--- config.mk ---
export PLATFORM = sky130hd
export DESIGN_NAME = seg7_numeric_driver
export DESIGN_NICKNAME = d
export VERILOG_FILES = /design/src/rtl/seg7_numeric_driver.sv
export SDC_FILE = /design/constraint.sdc
export NUM_CORES = 1
export LEC_CHECK = 0
export CAP_MARGIN = 5
export CORE_MARGIN = 2
export CORE_UTILIZATION = 35
export DETAILED_ROUTE_END_ITERATION = 7
export REMOVE_ABC_BUFFERS = 1
export SYNTH_ARGS = -nofsm -noshare
export SYNTH_HDL_FRONTEND = slang
export SYNTH_SLANG_ARGS = --single-unit
export TNS_END_PERCENT = 100
--- constraint.sdc ---
create_clock -name iCLK -period 4.31 [get_ports iCLK]
set_input_delay 0.6465 -clock iCLK [delete_from_list [all_inputs] [get_ports iCLK]]
set_output_delay 0.6465 -clock iCLK [all_outputs]
set_load 0.1 [all_outputs]
--- src/rtl/seg7_numeric_driver.sv ---
// Binary-to-7-segment display driver: iterative shift-add-3 decimal conversion or direct hex
// digits, with leading-zero blanking, per-digit decimal points and overflow dashes.
module seg7_numeric_driver #(
    parameter int unsigned WIDTH      = 32,
    parameter int unsigned DIGITS     = 6,
    parameter int unsigned ACTIVE_LOW = 1
) (
    input  logic                  iCLK,
    input  logic                  iRST,
    input  logic [WIDTH-1:0]      iVALUE,
    input  logic                  iLOAD,
    input  logic                  iHEX_MODE,
    input  logic                  iBLANK_LZ,
    input  logic [DIGITS-1:0]     iDP,
    output logic                  oREADY,
    output logic                  oDONE,
    output logic                  oOVF,
    output logic [8*DIGITS-1:0]   oSEG
);

    localparam int BcdW = 4 * int'(DIGITS);
    localparam int SegW = 8 * int'(DIGITS);
    localparam int PadW = (int'(WIDTH) > BcdW) ? int'(WIDTH) : BcdW;
    localparam int CntW = $clog2(WIDTH);

    localparam logic [1:0] StIdle  = 2'd0;
    localparam logic [1:0] StShift = 2'd1;
    localparam logic [1:0] StLatch = 2'd2;

    localparam logic [SegW-1:0] SegOff = (ACTIVE_LOW != 0) ? {SegW{1'b1}} : {SegW{1'b0}};

    // Active-high g..a patterns for one hex digit.
    function automatic logic [6:0] hex7(input logic [3:0] d);
        logic [6:0] s;
        case (d)
            4'h0:    s = 7'b0111111;
            4'h1:    s = 7'b0000110;
            4'h2:    s = 7'b1011011;
            4'h3:    s = 7'b1001111;
            4'h4:    s = 7'b1100110;
            4'h5:    s = 7'b1101101;
            4'h6:    s = 7'b1111101;
            4'h7:    s = 7'b0000111;
            4'h8:    s = 7'b1111111;
            4'h9:    s = 7'b1101111;
            4'hA:    s = 7'b1110111;
            4'hB:    s = 7'b1111100;
            4'hC:    s = 7'b0111001;
            4'hD:    s = 7'b1011110;
            4'hE:    s = 7'b1111001;
            default: s = 7'b1110001;
        endcase
        return s;
    endfunction

    logic [1:0]        state_q, state_d;
    logic [WIDTH-1:0]  value_q, value_d;
    logic [BcdW-1:0]   bcd_q, bcd_d;
    logic [CntW-1:0]   cnt_q, cnt_d;
    logic              sticky_q, sticky_d;
    logic              hex_q, hex_d;
    logic              blank_q, blank_d;
    logic [DIGITS-1:0] dp_q, dp_d;
    logic [SegW-1:0]   seg_q, seg_d;
    logic              ovf_q, ovf_d;
    logic              done_q, done_d;

    logic [BcdW-1:0]   bcd_adj;
    logic [PadW-1:0]   hex_pad;
    logic              hex_ovf;
    logic              ovf_now;
    logic [BcdW-1:0]   digit_src;
    logic [SegW-1:0]   seg_hi;
    logic [SegW-1:0]   seg_new;
    logic [3:0]        nib;
    logic [7:0]        dig_byte;
    logic              higher_zero;

    // Shift-add-3 correction applied before each shift.
    always_comb begin
        bcd_adj = bcd_q;
        for (int k = 0; k < int'(DIGITS); k++) begin
            if (bcd_q[4*k +: 4] >= 4'd5) begin
                bcd_adj[4*k +: 4] = bcd_q[4*k +: 4] + 4'd3;
            end
        end
    end

    // Hex digits come straight from the captured value, zero-extended to the display width.
    always_comb begin
        hex_pad = '0;
        hex_pad[WIDTH-1:0] = value_q;
        hex_ovf = 1'b0;
        for (int i = BcdW; i < PadW; i++) begin
            hex_ovf = hex_ovf | hex_pad[i];
        end
    end

    assign ovf_now   = hex_q ? hex_ovf : sticky_q;
    assign digit_src = hex_q ? hex_pad[BcdW-1:0] : bcd_q;

    // Walk from the most significant digit so blanking knows whether everything above is zero.
    always_comb begin
        seg_hi      = '0;
        nib         = 4'd0;
        dig_byte    = 8'd0;
        higher_zero = 1'b1;
        for (int k = int'(DIGITS) - 1; k >= 0; k--) begin
            nib         = digit_src[4*k +: 4];
            higher_zero = higher_zero & (nib == 4'd0);
            if (ovf_now) begin
                dig_byte = {dp_q[k], 7'b1000000};
            end else if (blank_q && higher_zero && (k != 0)) begin
                dig_byte = 8'h00;
            end else begin
                dig_byte = {dp_q[k], hex7(nib)};
            end
            seg_hi[8*k +: 8] = dig_byte;
        end
        seg_new = (ACTIVE_LOW != 0) ? ~seg_hi : seg_hi;
    end

    always_comb begin
        state_d  = state_q;
        value_d  = value_q;
        bcd_d    = bcd_q;
        cnt_d    = cnt_q;
        sticky_d = sticky_q;
        hex_d    = hex_q;
        blank_d  = blank_q;
        dp_d     = dp_q;
        seg_d    = seg_q;
        ovf_d    = ovf_q;
        done_d   = 1'b0;
        case (state_q)
            StIdle: begin
                if (iLOAD) begin
                    value_d  = iVALUE;
                    hex_d    = iHEX_MODE;
                    blank_d  = iBLANK_LZ;
                    dp_d     = iDP;
                    bcd_d    = '0;
                    sticky_d = 1'b0;
                    cnt_d    = CntW'(WIDTH - 1);
                    state_d  = iHEX_MODE ? StLatch : StShift;
                end
            end
            StShift: begin
                bcd_d   = {bcd_adj[BcdW-2:0], value_q[WIDTH-1]};
                value_d = {value_q[WIDTH-2:0], 1'b0};
                // A one leaving the top digit means the value needs more digits than we have.
                if (bcd_adj[BcdW-1]) begin
                    sticky_d = 1'b1;
                end
                if (cnt_q == '0) begin
                    state_d = StLatch;
                end else begin
                    cnt_d = cnt_q - 1'b1;
                end
            end
            StLatch: begin
                seg_d   = seg_new;
                ovf_d   = ovf_now;
                done_d  = 1'b1;
                state_d = StIdle;
            end
            default: begin
                state_d = StIdle;
            end
        endcase
    end

    always_ff @(posedge iCLK) begin
        if (iRST) begin
            state_q  <= StIdle;
            value_q  <= '0;
            bcd_q    <= '0;
            cnt_q    <= '0;
            sticky_q <= 1'b0;
            hex_q    <= 1'b0;
            blank_q  <= 1'b0;
            dp_q     <= '0;
            seg_q    <= SegOff;
            ovf_q    <= 1'b0;
            done_q   <= 1'b0;
        end else begin
            state_q  <= state_d;
            value_q  <= value_d;
            bcd_q    <= bcd_d;
            cnt_q    <= cnt_d;
            sticky_q <= sticky_d;
            hex_q    <= hex_d;
            blank_q  <= blank_d;
            dp_q     <= dp_d;
            seg_q    <= seg_d;
            ovf_q    <= ovf_d;
            done_q   <= done_d;
        end
    end

    assign oREADY = (state_q == StIdle);
    assign oDONE  = done_q;
    assign oOVF   = ovf_q;
    assign oSEG   = seg_q;

endmodule

==> summary.txt, run 1 <==
Run status
  • Status: complete, no violations

Setup path
  • Critical path required time: 4.67 ns
  • CP delay by family, top: flip-flops
  • R2R setup slack: roughly 1.2 ns
  • Crit-path cells: buf_4, mux2i_1, inv_1, ha_1, o311ai_0, o32ai_1, nand2b_1
  • Slowest stage cell, crit path: dfxtp_2
  • Crit Path Max Fanout: 33
  • CP bufs+invs: 2
  • R2r endpoint: oSEG[34]$_SDFFE_PP1P_
  • Worst setup path endpoint: oSEG[34]$_SDFFE_PP1P_
  • Reg2Reg Depth: 7
  • Setup CP Type: reg2reg
  • Crit path from: hex_q$_SDFFE_PP0P_
  • Worst reg2reg path startpoint: hex_q$_SDFFE_PP0P_
  • Data arrival time of the worst path: 3.42 ns
  • CP Capture Type: register
  • Startpoint Class: register
  • CP Depth: 7
  • Crit-path max cell delay: 0.85 ns

Layout
  • Fin nets: 1019
  • Most common library cell in the layout ignoring fill and taps: nand2_1
  • FF/Latch Area: 2440 um^2
  • Most frequent cells in the layout: nand2_1 (131), dfxtp_1 (121), nor2_1 (109)
  • Number of fill cells: 2053
  • Multi-input gate area: approximately 4300 um^2
  • N_diodes: 0
  • Share of cells above drive strength 1: between 8 and 9%
  • Non-Filler Instances: around 1200
  • Area Overhead vs Synth: 23.5%

Route
  • Drt via density: 5.29
  • Drt first pass iters: 7
  • DRC violations left: 0
  • Detailed-route wire length: 19.7 mm
  • Routed wire length per instance: 16.3 um
  • Initial drt markers: 423
  • DR vias: 6382
  • DRT antenna net count: 0

CTS
  • Clock Path Buffers: 2
  • Setup bufs post-CTS: 0
  • H-tree level count: 4
  • CTS sink count: approximately 120
  • CTS Root Cell: clkbuf_16
  • CTS tree: yes
  • Cts-stage hold buffer count: 0
  • Post_cts resized: 0
  • Clock Latency Late Sink: between 0.4 and 0.5 ns
  • CTS Buf Count: 17
  • Clk slew on worst S/H paths: 0.05 ns

Floorplanning
  • DIE WIDTH: 146 um
  • Starting density of the core: 35.3%
  • Top Ports: 94
  • Height of the die: between 100 and 150 um
  • Row cnt: 52
  • Core Region: about 20000 um^2
  • Die ar.: 21400 um^2

Synthesis
  • Synth Warn #: 0
  • Primary FF master, synth: dfxtp_1
  • Mux contribution to synthesized area: 6.17%
  • Synthesized flop and latch total: 122
  • XOR/XNOR Fraction of Synth Area: roughly 2.0%
  • Simple-gate portion of the synthesized area: 19.9%
  • Compound-cell area share of the yosys netlist: between 20% and 30%
  • Netlist cell types: 68
  • Register area share after synthesis: 34.5%
  • Adder-cell share of the synthesized area: between 8 and 9%
  • Syn Area/Cell: 8.26 um^2
  • Combinational family with the most area after synthesis: compound AO/OA/AOI/OAI gates
  • Synth async-reset ratio: 0%
  • Number of enable flip-flop cells after synthesis: 0
  • Synthesized area: about 7100 um^2
  • Post-Synthesis Cells: 857

Global route
  • Largest net degree at the start of global routing: 97
  • Tot GR Track Use: 18.6%
  • First-pass GRT wire length: 32.2 mm
  • Grt total ovfl: 0
  • Vias in the first global route: 6052
  • Initial antenna violation count: 0

Timing
  • Setup_tns: 0 ns
  • Clock Skew: between 0.01 and 0.015 ns
  • Unrepaired setup endpoints after global routing: no
  • Worst-margin pin slew: 1.06 ns
  • Final WS setup: 1.24 ns
  • Final hold violations: 0
  • Final setup viols: 0
  • Max Slew Vio Count: 0
  • Max-Slew Margin vs Limit: 29.1%
  • Min Tclk post-route: roughly 3.1 ns
  • Worst hold slack: about 0.44 ns
  • Final period util: between 70% and 80%
  • Achievable Freq: about 330 MHz

Placement
  • GPL Wtd Cong: 0.882
  • Pre-CTS setup slack: roughly 1.3 ns
  • DP HPWL: 13.5 mm
  • Cell count after placement: 1177
  • I/O Buffers: 93

Power and ir drop
  • PD cells: ~380 nW/um^2
  • Pleak: 3.34 nW
  • Total Power Consumption: 3.32 mW
  • IR Drop Worst-Case VDD: between 0.2 and 0.25 mV

Job
  • Max Cap Viol: 0

Hold path
  • Worst hold path class: reg2reg
stage by stage:
step	cell area, um^2	util, %
after detailed placement	8190	40.9
after global routing	8750	43.7
after CTS	8750	43.7
after global placement	8190	40.9
after floorplan	6820	-
final	8750	43.7
worst reg2reg max path: stages (launching register included):
cell and delay (ns):
dfxtp_2 0.85, buf_4 0.49, mux2i_1 0.56, inv_1 0.17
ha_1 0.30, o311ai_0 0.43, o32ai_1 0.13, nand2b_1 0.09
cell families (layout without fill, tap and decap cells):
| logic type | after synthesis | count (layout) |
|---|---|---|
| adders and majority gates | 50 | 50 |
| muxes | 37 | 37 |
| DFF | 122 | 122 |
| xor gates and xnor gates | 16 | 16 |
| and+or+nand+nor | 314 | 314 |
| AOI/OAI and AO/OA | 236 | 236 |
| buffers and inverters | 82 | 162 |
where the power goes:
| part | switching [mW] | leakage (nW) | internal [mW] |
|---|---|---|---|
| registers | 0.0773 | 1.00 | 1.20 |
| clock network | 0.498 | 0.276 | 0.871 |
| logic | 0.456 | 2.07 | 0.216 |
| total | 1.03 | 3.34 | 2.29 |
cell type report:
cell class                      count  area share, %
Timing Repair Buffer              104           11.5
Inverter                           28           1.20
Sequential cell                   122           27.9
Multi-Input combinational cell    653           49.1
Clock buffer                       22           5.31
Tap cell                          270           3.86
Clock inverter                      8           1.10
flip-flops by register name, summed over array words and instances, names as in the netlist:
register,count
bcd_q,24
blank_q,1
cnt_q,5
dp_q,6
hex_pad,32
hex_q,1
oDONE,1
oOVF,1
oSEG,48
state_q,2
sticky_q,1
metal layers:
metal  vias up  routed length (um)  global-route usage (%)
met5         -                   0                       0
met4         0                 146                    3.93
met3        13                 872                    3.84
met2       158                9140                    30.1
met1      3001                9510                    25.7
li1       3210                   -                       -
worst min-delay path by stage:
stage / startpoint / end / cells past startpoint
after global placement: dp_q[4]$_SDFFE_PP0P_ / oSEG[39]$_SDFFE_PP1P_ / 1
final: dp_q[4]$_SDFFE_PP0P_ / oSEG[39]$_SDFFE_PP1P_ / 1
after floorplan: dp_q[1]$_SDFFE_PP0P_ / oSEG[15]$_SDFFE_PP1P_ / 1
after detailed placement: dp_q[4]$_SDFFE_PP0P_ / oSEG[39]$_SDFFE_PP1P_ / 1
after CTS: dp_q[4]$_SDFFE_PP0P_ / oSEG[39]$_SDFFE_PP1P_ / 1
after global routing: dp_q[4]$_SDFFE_PP0P_ / oSEG[39]$_SDFFE_PP1P_ / 1
synthesized netlist by cell type (3+ instances only):
cell      instances  area share [%]
buf_4             3            0.32
nor2_1          110             5.8
nand2_1         131             6.9
o21ai_1           5            0.35
o22a_1            3            0.37
o211ai_1         10             1.1
clkbuf_1         35             1.9
mux2i_2           7             1.4
and2_1            4            0.35
ha_1             50             8.8
a21oi_1          56             4.0
dfxtp_1         122              34
inv_1            27             1.4
o31ai_1           7            0.74
nor2b_1           3            0.27
mux2i_1          16             2.3
a22oi_1          12             1.3
a211oi_1          8            0.85
or2_1             4            0.35
a31oi_1          22             1.9
a21o_1            7            0.74
xor2_1            4            0.49
nand2b_1         15             1.3
xnor2_1          12             1.5
buf_2             8            0.57
nor3b_1           6            0.64
a32oi_1          14             1.7
nor3_2            3            0.42
mux2_2           12             1.9
buf_1             4            0.21
nor3_1           17             1.2
o21bai_1          3            0.32
o32ai_1           3            0.37
nand3_1           3            0.21
nor2_2            4            0.35
a211o_1           4            0.49
a221oi_1          6            0.74
o21ai_0          25             1.8
o32a_1            5            0.71
a311oi_1         31             3.8
(Power assumes the default switching activity.)
==> run 2, diff against run 1 <==
clock period = 2.48 ns   (was 4.31 ns; I/O delays follow)
==> run 2 against run 1 <==
Compared with the run above:
- flip-flop and latch count stayed put
- core utilization is 1.4 points higher
- clock skew is 0.0026 ns lower
- critical path depth stayed put
- final cell count is 3.3% higher
- via count is 1.5% higher
- critical endpoint is now oSEG[25]$_SDFFE_PP1P_
- total power is 85% higher
==> summary.txt, run 2 (synthesis gave the netlist of run 1 again) <==
Power and ir drop
  • Cell Int Power: 4.24 mW (was 2.29 mW)
  • Pleak: 3.56 nW (was 3.34 nW)
  • Switching share of power: 31.0% (was 31.1%)
  • PD cells: 680 nW/um^2 (was 379 nW/um^2)
  • Clock share of power: 44.1% (was 41.2%)
  • Logic gate share of total power: 19.7% (was 20.2%)
  • Seq pwr share: 36.1% (was 38.5%)
  • Switching power: 1.90 mW (was 1.03 mW)
  • Total Power Consumption: 6.14 mW (was 3.32 mW)
  • IR Drop Worst-Case VDD: 0.380 mV (was 0.247 mV)

Timing
  • Max-Slew Margin vs Limit: 57.0% (was 29.1%)
  • Unrepaired setup endpoints after global routing: no (unchanged)
  • Clock Skew: 0.00895 ns (was 0.0116 ns)
  • Min Tclk post-route: 2.29 ns (was 3.07 ns)
  • Max Slew Vio Count: 0 (unchanged)
  • Final period util: 92.5% (was 71.1%)
  • Achievable Freq: 436 MHz (was 326 MHz)
  • Final setup viols: 0 (unchanged)
  • Worst-margin pin slew: 0.627 ns (was 1.06 ns)
  • Final hold violations: 0 (unchanged)

Floorplanning
  • DIE WIDTH: 146 um (unchanged)
  • Core Region: 20000 um^2 (unchanged)
  • Height of the die: 146 um (unchanged)
  • Starting density of the core: 35.3% (unchanged)
  • Row cnt: 52 (unchanged)
  • Die ar.: 21400 um^2 (unchanged)
  • Top Ports: 94 (unchanged)

Setup path
  • R2r endpoint: oSEG[25]$_SDFFE_PP1P_ (was oSEG[34]$_SDFFE_PP1P_)
  • Critical path required time: 2.81 ns (was 4.67 ns)
  • Data arrival time of the worst path: 2.63 ns (was 3.42 ns)
  • Worst reg2reg path startpoint: hex_q$_SDFFE_PP0P_ (unchanged)
  • Startpoint Class: register (unchanged)
  • CP Capture Type: register (unchanged)
  • Setup CP Type: reg2reg (unchanged)
  • Crit Path Max Fanout: 20 (was 33)
  • R2R setup slack: 0.19 ns (was 1.24 ns)
  • Reg2Reg Depth: 7 (unchanged)

CTS
  • CTS Buf Count: 17 (unchanged)
  • CTS tree: yes (unchanged)
  • Clock Path Buffers: 2 (unchanged)
  • CTS sink count: 122 (unchanged)
  • Clk slew on worst S/H paths: 0.06 ns (was 0.05 ns)
  • H-tree level count: 4 (unchanged)
  • CTS Root Cell: clkbuf_16 (unchanged)
  • Setup bufs post-CTS: 0 (unchanged)
  • Clock Latency Late Sink: 0.42 ns (about the same)

Layout
  • Most common library cell in the layout ignoring fill and taps: nand2_1 (unchanged)
  • Most frequent cells in the layout: nand2_1 (131), dfxtp_1 (121), nor2_1 (109) (unchanged)
  • Post-layout util: 45.0% (was 43.7%)
  • Number of fill cells: 2086 (was 2053)
  • Multi-input gate area: 4290 um^2 (about the same)
  • N_diodes: 0 (unchanged)
  • Fin nets: 1057 (was 1019)
  • Area Overhead vs Synth: 27.4% (was 23.5%)
  • Share of cells above drive strength 1: 18.1% (was 8.96%)
  • Largest register FFs: 48 (unchanged)
  • FF/Latch Area: 2450 um^2 (was 2440 um^2)

Hold path
  • Hold Crit Start: dp_q[4]$_SDFFE_PP0P_ (unchanged)
  • Hold path cells: 1 (unchanged)
  • Worst hold path class: reg2reg (unchanged)
  • End of the worst hold path: oSEG[39]$_SDFFE_PP1P_ (unchanged)

Route
  • Routed wire length per instance: 16.1 um (was 16.3 um)
  • DR vias: 6478 (was 6382)
  • Initial drt markers: 377 (was 423)
  • Drt via density: 5.19 (was 5.29)
  • DRC violations left: 0 (unchanged)
  • Drt first pass iters: 5 (was 7)
  • DRT antenna net count: 0 (unchanged)
  • Detailed-route wire length: 20.0 mm (was 19.7 mm)

Global route
  • Initial antenna violation count: 0 (unchanged)
  • Tot GR Track Use: 18.9% (was 18.6%)
  • Vias in the first global route: 6263 (was 6052)
  • First-pass GRT wire length: 32.7 mm (was 32.2 mm)
  • Grt total ovfl: 0 (unchanged)
  • Largest net degree at the start of global routing: 73 (was 97)

Placement
  • DP HPWL: 13.9 mm (was 13.5 mm)
  • I/O Buffers: 93 (unchanged)
  • GPL Wtd Cong: 0.902 (was 0.882)

Run status
  • Status: complete, no violations (unchanged)

Job
  • Max Cap Viol: 0 (unchanged)
[run 2: how the worst max path moves through the flow]
stage / endpoint / slack, ns / from / depth (start not counted)
floorplan: oSEG[21]$_SDFFE_PP1P_ / -1.09 / hex_q$_SDFFE_PP0P_ / 7
global placement: oSEG[13]$_SDFFE_PP1P_ / 0.16 / hex_q$_SDFFE_PP0P_ / 8
detailed placement: oSEG[21]$_SDFFE_PP1P_ / 0.09 / hex_q$_SDFFE_PP0P_ / 7
CTS: oSEG[13]$_SDFFE_PP1P_ / 0.04 / hex_q$_SDFFE_PP0P_ / 8
global route: oSEG[25]$_SDFFE_PP1P_ / 0.02 / hex_q$_SDFFE_PP0P_ / 8
finish: oSEG[25]$_SDFFE_PP1P_ / 0.19 / hex_q$_SDFFE_PP0P_ / 7
[run 2: final cells by class]
cell class,count,share of cell area [%]
clock buffers,19,5.02
clock inverters,13,2.12
inverters,28,1.16
multi-input cells,653,47.5
flip-flops and latches,122,27.1
well taps,270,3.74
repair buffers,142,13.3
[run 2: power groups by stage]
stage / Combinational (mW) / Clock [mW] / Sequential, mW
finish: 1.21 / 2.71 / 2.22
global route: 1.30 / 2.84 / 2.24
CTS: 1.22 / 2.75 / 2.22
detailed placement: 1.21 / 0 / 2.26
global placement: 1.20 / 0 / 2.26
floorplan: 0.480 / 0 / 2.57
[run 2: worst max-delay path, cell delays in order, from the launching register on]
cell and delay, ns:
dfxtp_4 0.53, mux2i_2 0.36, ha_1 0.29, o211ai_4 0.20, nor3_2 0.42, nor2_1 0.10, buf_4 0.17, a21oi_1 0.14
[run 2: per-layer routing]
metal	global-route usage [%]	wire length, um
met1	25.7	9760
met2	31.0	9220
met3	3.66	814
met4	4.51	223
met5	0	0
[run 2: timing repair]
action / in CTS / in global routing
hold buffers: 0 / 0
setup endpoints to repair: 0 / 23
resized for setup: 0 / 1
[run 2: per-stage QoR]
stage	hold slack [ns]	worst slack, ns	instance area [um^2]	TNS, ns	std cells
2_1_floorplan	0.419	-1.09	6820	-71.79	803
3_3_place_gp	0.437	0.162	8380	0	1215
3_5_place_dp	0.441	0.0851	8380	0	1215
4_1_cts	0.440	0.0430	9020	0	1247
5_1_grt	0.479	0.0233	9020	0	1247
6_report	0.443	0.186	9020	0	1247
==> run 3, diff against run 2 <==
CORE_UTILIZATION = 50   (was 35)
PLACE_DENSITY = 0.76   (was not set)
==> run 3 against run 2 <==
Compared with the run above:
- critical path depth unchanged
- non-clock buffer count fell by 12
- clock skew shrank 0.0015 ns
- total power is 2.2% lower
- fmax up 4.1%
- die area shrank 29%
- clock-buffer cell count up 4
- sequential power hardly changed
- core utilization grew 18 points
- combinational power hardly changed
- first-iteration DRC count up 3.7%
- register-to-register slack improved by 0.09 ns
- critical endpoint is now oSEG[13]$_SDFFE_PP1P_
- largest power group unchanged
==> summary.txt, run 3 (synthesis gave the netlist of run 1 again) <==
CTS
  • Clk slew on worst S/H paths: 0.05 ns (was 0.06 ns)
  • Setup bufs post-CTS: 0 (unchanged)
  • Post_cts resized: 0 (unchanged)
  • H-tree level count: 4 (unchanged)
  • CTS Buf Count: 17 (unchanged)
  • Clock Path Buffers: 2 (unchanged)
  • Clock Latency Late Sink: 0.42 ns (about the same)
  • Cts-stage hold buffer count: 0 (unchanged)
  • CTS Root Cell: clkbuf_16 (unchanged)
  • CTS tree: yes (unchanged)
  • CTS sink count: 122 (unchanged)

Layout
  • N_diodes: 0 (unchanged)
  • Most frequent cells in the layout: nand2_1 (131), dfxtp_1 (121), nor2_1 (109) (unchanged)
  • Share of cells above drive strength 1: 16.6% (was 18.1%)
  • Most common library cell in the layout ignoring fill and taps: nand2_1 (unchanged)
  • Area Overhead vs Synth: 23.9% (was 27.4%)
  • Number of fill cells: 1264 (was 2086)
  • Non-Filler Instances: 1144 (was 1247)
  • FF/Latch Area: 2450 um^2 (unchanged)
  • Largest register FFs: 48 (unchanged)
  • Fin nets: 1045 (was 1057)
  • Multi-input gate area: 4290 um^2 (unchanged)

Hold path
  • Worst hold path class: in2reg (was reg2reg)
  • Hold path cells: 3 (was 1)

Timing
  • Achievable Freq: 454 MHz (was 436 MHz)
  • Min Tclk post-route: 2.20 ns (was 2.29 ns)
  • Worst-margin pin slew: 0.780 ns (was 0.627 ns)
  • Clock Skew: 0.00743 ns (was 0.00895 ns)
  • Final hold violations: 0 (unchanged)
  • Final period util: 88.9% (was 92.5%)
  • Final setup viols: 0 (unchanged)
  • Max-Slew Margin vs Limit: 47.8% (was 57.0%)
  • Setup_tns: 0 ns (unchanged)
  • Unrepaired setup endpoints after global routing: no (unchanged)
  • Max Slew Vio Count: 0 (unchanged)

Route
  • Initial drt markers: 391 (was 377)
  • Detailed-route wire length: 19.0 mm (was 20.0 mm)
  • Drt first pass iters: 5 (unchanged)
  • DRC violations left: 0 (unchanged)
  • DR vias: 6607 (was 6478)
  • Drt via density: 5.78 (was 5.19)
  • DRT antenna net count: 0 (unchanged)
  • Routed wire length per instance: 16.6 um (was 16.1 um)

Run status
  • Status: complete, no violations (unchanged)

Floorplanning
  • Top Ports: 94 (unchanged)
  • DIE WIDTH: 123 um (was 146 um)
  • Height of the die: 123 um (was 146 um)
  • Starting density of the core: 51.0% (was 35.3%)
  • Die ar.: 15100 um^2 (was 21400 um^2)
  • Row cnt: 43 (was 52)
  • Core Region: 13900 um^2 (was 20000 um^2)

Setup path
  • Crit Path Max Fanout: 17 (was 20)
  • Critical path required time: 2.82 ns (was 2.81 ns)
  • CP Capture Type: register (unchanged)
  • Reg2Reg Depth: 7 (unchanged)
  • Startpoint Class: register (unchanged)
  • Data arrival time of the worst path: 2.55 ns (was 2.63 ns)
  • Setup CP Type: reg2reg (unchanged)

Global route
  • Initial antenna violation count: 0 (unchanged)
  • First-pass GRT wire length: 31.0 mm (was 32.7 mm)
  • Tot GR Track Use: 26.2% (was 18.9%)
  • Largest net degree at the start of global routing: 69 (was 73)
  • Grt total ovfl: 0 (unchanged)
  • Vias in the first global route: 6092 (was 6263)

Power and ir drop
  • Pleak: 3.49 nW (was 3.56 nW)
  • PD cells: 684 nW/um^2 (was 680 nW/um^2)
  • IR Drop Worst-Case VDD: 0.469 mV (was 0.380 mV)

Placement
  • I/O Buffers: 93 (unchanged)
  • DP HPWL: 12.9 mm (was 13.9 mm)
  • Cell count after placement: 1113 (was 1215)
  • GPL Wtd Cong: 0.951 (was 0.902)

Job
  • Max Cap Viol: 0 (unchanged)
-- run 3: changes by cell type in the layout (fill, tap and decap cells not counted), sizes merged --
| cell | before | now |
|---|---|---|
| clkinvlp | 3 | 1 |
| clkinv | 4 | 3 |
| buf | 101 | 89 |
| clkbuf | 19 | 23 |
| inv | 30 | 28 |
-- run 3: final timing paths --
check	slack, ns	startpoint	to
setup / recovery	0.28	hex_q$_SDFFE_PP0P_	oSEG[13]$_SDFFE_PP1P_
hold / removal	0.39	iRST	oDONE$_SDFF_PP0_
setup reg to reg	0.28	hex_q$_SDFFE_PP0P_	oSEG[13]$_SDFFE_PP1P_
hold reg to reg	0.44	dp_q[4]$_SDFFE_PP0P_	oSEG[39]$_SDFFE_PP1P_
-- run 3: cell type report --
class	count	area share, %
Timing Repair Buffer	130	12.5
Clock inverter	8	1.63
Inverter	28	1.20
Tap cell	180	2.57
Clock buffer	23	5.33
Multi-Input combinational cell	653	48.9
Sequential cell	122	27.9
-- run 3: power breakdown --
group	internal, mW	switching (mW)
clock network	1.72	0.876
logic	0.389	0.799
registers	2.09	0.127
total	4.20	1.80
-- run 3: per-stage QoR --
| step | area, um^2 | utilization, % | total power [mW] | hold WS, ns | setup slack (ns) |
|---|---|---|---|---|---|
| final | 8780 | 63.2 | 6.00 | 0.393 | 0.276 |
| after floorplan | 6820 | - | 3.05 | 0.419 | -1.09 |
| after CTS | 8770 | 63.2 | 6.03 | 0.383 | 0.175 |
| after detailed placement | 8160 | 58.8 | 3.44 | 0.439 | 0.193 |
| after global placement | 8160 | 58.8 | 3.42 | 0.431 | 0.277 |
| after global routing | 8780 | 63.2 | 6.24 | 0.393 | 0.0940 |
-- run 3: metal layers --
metal  wire (um)  part of all wire (%)  up-vias  global-route usage [%]
li1            -                     -     3268                       -
met1        8840                    47     3069                    36.6
met2        8520                    45      231                    39.7
met3        1210                   6.4       39                    5.12
met4         430                   2.3        0                    10.4
met5           0                     0        -                       0
-- run 3: worst max-delay path, cell delays in order (launching register included) --
cell	delay, ns
dfxtp_4	0.50
mux2i_1	0.29
ha_1	0.23
nor4b_4	0.27
o221ai_2	0.20
nor4_4	0.33
nor2_2	0.13
a31oi_1	0.17
